## src/rtl/csr_access_unit.sv

```systemverilog
// csr_access_unit: steps one Zicsr instruction through read, an optional write, and a response handshake.
module csr_access_unit #(
  parameter logic [11:0] CSR_BASE = 12'h7C0,
  parameter logic [15:0] RO_MASK  = 16'h0003
) (
  input  logic        clk,
  input  logic        rst,
  input  logic        req_valid,
  output logic        req_ready,
  input  logic [2:0]  req_funct3,
  input  logic [11:0] req_addr,
  input  logic [31:0] req_src,
  input  logic        req_src_nz,
  output logic [3:0]  csr_raddr,
  input  logic [31:0] csr_rdata,
  output logic        csr_wen,
  output logic [11:0] csr_waddr,
  output logic [31:0] csr_wdata,
  output logic        resp_valid,
  input  logic        resp_ready,
  output logic [31:0] resp_rdata,
  output logic        resp_illegal
);

  localparam int unsigned XLEN   = 32;
  localparam int unsigned AW     = 12;
  localparam int unsigned IW     = 4;
  localparam int unsigned UIMM_W = 5;
  localparam int unsigned F3_W   = 3;

  typedef enum logic [1:0] {
    IDLE  = 2'd0,
    READ  = 2'd1,
    WRITE = 2'd2,
    RESP  = 2'd3
  } state_e;

  state_e          r_state;
  state_e          w_state_nxt;

  logic [F3_W-1:0] r_funct3;
  logic [AW-1:0]   r_addr;
  logic [XLEN-1:0] r_src;
  logic            r_src_nz;
  logic [XLEN-1:0] r_wdata;
  logic            r_wen;
  logic            r_req_ready;
  logic            r_resp_valid;
  logic [XLEN-1:0] r_resp_rdata;
  logic            r_resp_illegal;

  logic [XLEN-1:0] w_src_eff;
  logic [XLEN-1:0] w_new;
  logic            w_write_needed;
  logic            w_illegal;
  logic            w_latch;
  logic            w_capture;
  logic            w_req_ready_nxt;
  logic            w_wen_nxt;
  logic            w_resp_valid_nxt;

  // Operand selection, new-value computation and legality of the latched request.
  always_comb begin
    w_src_eff      = r_funct3[2] ? XLEN'(r_src[UIMM_W-1:0]) : r_src;
    w_write_needed = (r_funct3[1:0] == 2'b01) | r_src_nz;
    w_illegal      = (r_funct3[1:0] == 2'b00)
                   | (r_addr[AW-1:IW] != CSR_BASE[AW-1:IW])
                   | (w_write_needed & RO_MASK[r_addr[IW-1:0]]);
    case (r_funct3[1:0])
      2'b01:   w_new = w_src_eff;
      2'b10:   w_new = csr_rdata | w_src_eff;
      default: w_new = csr_rdata & ~w_src_eff;
    endcase
  end

  // State register.
  always_ff @(posedge clk) begin
    if (rst) begin
      r_state <= IDLE;
    end else begin
      r_state <= w_state_nxt;
    end
  end

  // Next-state and next-value decode for the registered outputs.
  always_comb begin
    w_state_nxt = r_state;
    w_latch     = 1'b0;
    w_capture   = 1'b0;
    case (r_state)
      IDLE: begin
        if (req_valid) begin
          w_latch     = 1'b1;
          w_state_nxt = READ;
        end
      end
      READ: begin
        w_capture   = 1'b1;
        w_state_nxt = (w_write_needed && !w_illegal) ? WRITE : RESP;
      end
      WRITE: begin
        w_state_nxt = RESP;
      end
      RESP: begin
        if (resp_ready) begin
          w_state_nxt = IDLE;
        end
      end
      default: begin
        w_state_nxt = IDLE;
      end
    endcase
    w_req_ready_nxt  = (w_state_nxt == IDLE);
    w_wen_nxt        = (w_state_nxt == WRITE);
    w_resp_valid_nxt = (w_state_nxt == RESP);
  end

  // Request latch, read capture and registered handshake/write outputs.
  always_ff @(posedge clk) begin
    if (rst) begin
      r_funct3       <= '0;
      r_addr         <= '0;
      r_src          <= '0;
      r_src_nz       <= 1'b0;
      r_wdata        <= '0;
      r_wen          <= 1'b0;
      r_req_ready    <= 1'b1;
      r_resp_valid   <= 1'b0;
      r_resp_rdata   <= '0;
      r_resp_illegal <= 1'b0;
    end else begin
      r_req_ready  <= w_req_ready_nxt;
      r_wen        <= w_wen_nxt;
      r_resp_valid <= w_resp_valid_nxt;
      if (w_latch) begin
        r_funct3 <= req_funct3;
        r_addr   <= req_addr;
        r_src    <= req_src;
        r_src_nz <= req_src_nz;
      end
      if (w_capture) begin
        r_resp_rdata   <= w_illegal ? '0 : csr_rdata;
        r_resp_illegal <= w_illegal;
        r_wdata        <= w_new;
      end
    end
  end

  assign req_ready    = r_req_ready;
  assign csr_raddr    = r_addr[IW-1:0];
  assign csr_wen      = r_wen;
  assign csr_waddr    = r_addr;
  assign csr_wdata    = r_wdata;
  assign resp_valid   = r_resp_valid;
  assign resp_rdata   = r_resp_rdata;
  assign resp_illegal = r_resp_illegal;

endmodule
```

## config.mk

```make
export PLATFORM = sky130hd
export DESIGN_NAME = csr_access_unit
export DESIGN_NICKNAME = d
export VERILOG_FILES = /design/src/rtl/csr_access_unit.sv
export SDC_FILE = /design/constraint.sdc
export NUM_CORES = 1
export LEC_CHECK = 0
export CORE_ASPECT_RATIO = 0.7
export CORE_UTILIZATION = 46
export CTS_CLUSTER_SIZE = 30
export DETAILED_ROUTE_END_ITERATION = 12
export PLACE_DENSITY = 0.84
export SLEW_MARGIN = 20
export SYNTH_ARGS = -nofsm -noshare
export SYNTH_HDL_FRONTEND = slang
export SYNTH_SLANG_ARGS = --single-unit
```

## constraint.sdc

```tcl
create_clock -name clk -period 2.17 [get_ports clk]
set_clock_uncertainty 0.15 [all_clocks]
set_input_delay 0.651 -clock clk [delete_from_list [all_inputs] [get_ports clk]]
set_output_delay 0.651 -clock clk [all_outputs]
set_load 0.01 [all_outputs]
```

==> metrics.csv <==
metric;value;unit
synth-main-ff-cell;dfxtp_1;
die_h;89.8;um
grt-ovfl-total;0;
crit_path_end_kind;primary output;
fmax;469;MHz
yosysSeqAreaShare;47.0;%
die_w;127;um
place.gp.congestion;0.793;
switching_share;24.7;%
setup_ws;0.0382;ns
p_comb_share;15.1;%
synth_area_leaders;dfxtp_1, nand2_1, nand3_1;
nets;834;
path_cells;clkdlybuf4s50_1;
p_leak;2.53;nW
setup_tns;0;ns
cts_tree;done;
max_stage_delay;0.55;ns
utilization;69.7;%
worstMarginPinSlew;0.493;ns
n_antenna_cell;0;
synth_top_family_by_area;simple AND/OR/NAND/NOR gates;
syn-instance-count;603;
syn_nets;690;
p_int;4.51;mW
min_period;2.13;ns
maxSlewViolCount;0;
numPortBuffers;167;
numCtsBuffers;17;
pwr-share-clk;44.7;%
htreeDepth;4;
synth_edf_count;0;
seqPwrFrac;40.2;%
cp_slowest_cell;clkdlybuf4s50_1;
antenna_left;0;
synthArstFlopShare;0;%
grt_max_degree;131;
start_util;48.2;%
drt_iter0_drc;541;
grtUsageTotal;26.0;%
p_per_area;818;nW/um2
clockRootBuffer;clkbuf_16;
dp_hpwl;9900;um
synthMuxAreaShare;0.617;%
synth_top_area_share;47.0;%
hold_class;flip-flop to flip-flop;
p_sw;1.48;mW
setup_violations;0;
clock_latency;0.40;ns
dr.pass1.iters;5;
vias;5018;
drive_above_1_share;7.38;%
grt_setup_unrepaired;no;
rows;31;
worst_setup_path_start_kind;flip-flop;
area_growth_syn_to_layout;44.6;%
path_max_fanout;3;
cp_num_buf_inv;1;
holdWs;0.314;ns
arrival;1.33;ns
crit_family;buffers and inverters;
cp.required;1.37;ns
ys_types;33;
ys_ff_latch;119;
antenna_found_initial;0;
slew_headroom;67.1;%
cts.sinks;119;
synth_compound_area_share;18.5;%
synthTopCellsByCount;dfxtp_1, nand2_1, nand3_1;
core_area;10500;um2
finalCritPeriodShare;98.2;%
synth.avg_cell_area;8.40;um2
max_cap_viol_count;0;
ys.warnings.count;0;
critPathKind;flip-flop to primary output;
synth_simple_gate_area_share;23.7;%
grt_pass1_vias;4752;
cts_buffer_depth;2;
clkTransAtPathRegs;0.05;ns
grt_pass1_wl;23400;um
synth-xor-area-share;0;%
ioPinCount;168;
syn-cell-area;5070;um2
synthAdderAreaFrac;0.741;%
wl;14800;um
pre_cts_ws;-0.165;ns
status;complete, no violations;
synth_top_cell_by_area;dfxtp_1;
fill_cells;790;
avgRoutedWirePerCell;16.3;um
peakVddDrop;0.000526;V
hold_violations;0;
route.detailed.drc;0;
synth_most_common_cell;dfxtp_1;
vias_per_cell;5.53;
dieArea;11400;um2
## stage by stage
step | instance area [um2] | total power [mW] | instances
2_1_floorplan | 5070 | 2.91 | 603
6_report | 7330 | 5.99 | 907
3_5_place_dp | 6750 | 3.34 | 876
4_1_cts | 7320 | 6.02 | 907
5_1_grt | 7330 | 6.21 | 907
3_3_place_gp | 6750 | 3.31 | 876
## registers in the layout, summed over array words and instances, names as in the netlist, named ones only
name	cells
resp_valid	1
resp_rdata	32
r_funct3	3
csr_wdata	32
csr_waddr	12
r_state	2
r_src_nz	1
csr_wen	1
resp_illegal	1
r_src	32
req_ready	1
## worst min-delay path: cells and delay by family, from the launching register on
family	cells	cell delay, ns
AND/OR/NAND/NOR	1	0.05
AO/OA/AOI/OAI	1	0.05
flip-flops	1	0.31
## worst paths after layout
kind / endpoint / startpoint / slack [ns] / depth (start not counted)
min reg2reg: r_src[4] / r_src[4] / 0.31 / 2
max reg2reg: resp_rdata[14] / r_funct3[1] / 0.32 / 6
max: csr_waddr[11] / csr_waddr[11] / 0.04 / 1
min: r_src[4] / r_src[4] / 0.31 / 2
## kinds of logic after synthesis
logic type	Yosys count
mux	3
buf+inv	95
compound gates	152
flops	119
simple gates	231
fa+ha+maj	3
## power groups by stage
stage / Sequential (mW) / Combinational [mW] / Clock, mW
2_1_floorplan: 2.47 / 0.446 / 0
3_3_place_gp: 2.44 / 0.871 / 0
3_5_place_dp: 2.45 / 0.894 / 0
4_1_cts: 2.41 / 0.902 / 2.71
5_1_grt: 2.42 / 0.975 / 2.81
6_report: 2.41 / 0.904 / 2.68
## per-layer routing
metal / part of all wire, % / track usage [%] / up-vias
met5: 0 / 0 / -
met4: 1.2 / 8.13 / 0
met3: 9.1 / 7.86 / 18
met2: 47 / 42.6 / 230
met1: 43 / 32.8 / 2378
li1: - / - / 2392
## cell type report
cell class                      count  area, um2  area share (%)
Sequential cell                   119       2380            32.5
Multi-Input combinational cell    389       2210            30.2
Timing Repair Buffer              184       1830            25.0
Clock buffer                       23        508            6.93
Tap cell                          148        185            2.53
Inverter                           36        135            1.84
Clock inverter                      8       70.1           0.956
## placed cells by master, fill, tap and decap left out, types with 2 or more instances in the layout
master	n
clkdlybuf4s50_1	165
dfxtp_1	119
nand2_1	96
nand3_1	59
a21oi_1	46
inv_1	35
a31oi_1	35
nand3b_1	32
nand2b_1	32
o21ai_0	32
o32ai_1	32
clkbuf_16	17
buf_4	14
clkbuf_8	6
clkinv_2	5
o21ai_1	4
ha_1	3
buf_12	3
nor2b_1	2
mux2i_1	2
clkinvlp_4	2
## repair_timing
action / CTS / global route
endpoints found under the setup margin: 0 / 1
buffers inserted: 0 / 0
hold buffers: 0 / 0
gates resized for setup: 0 / 1
No activity file was read; power rests on OpenSTA's default activity.
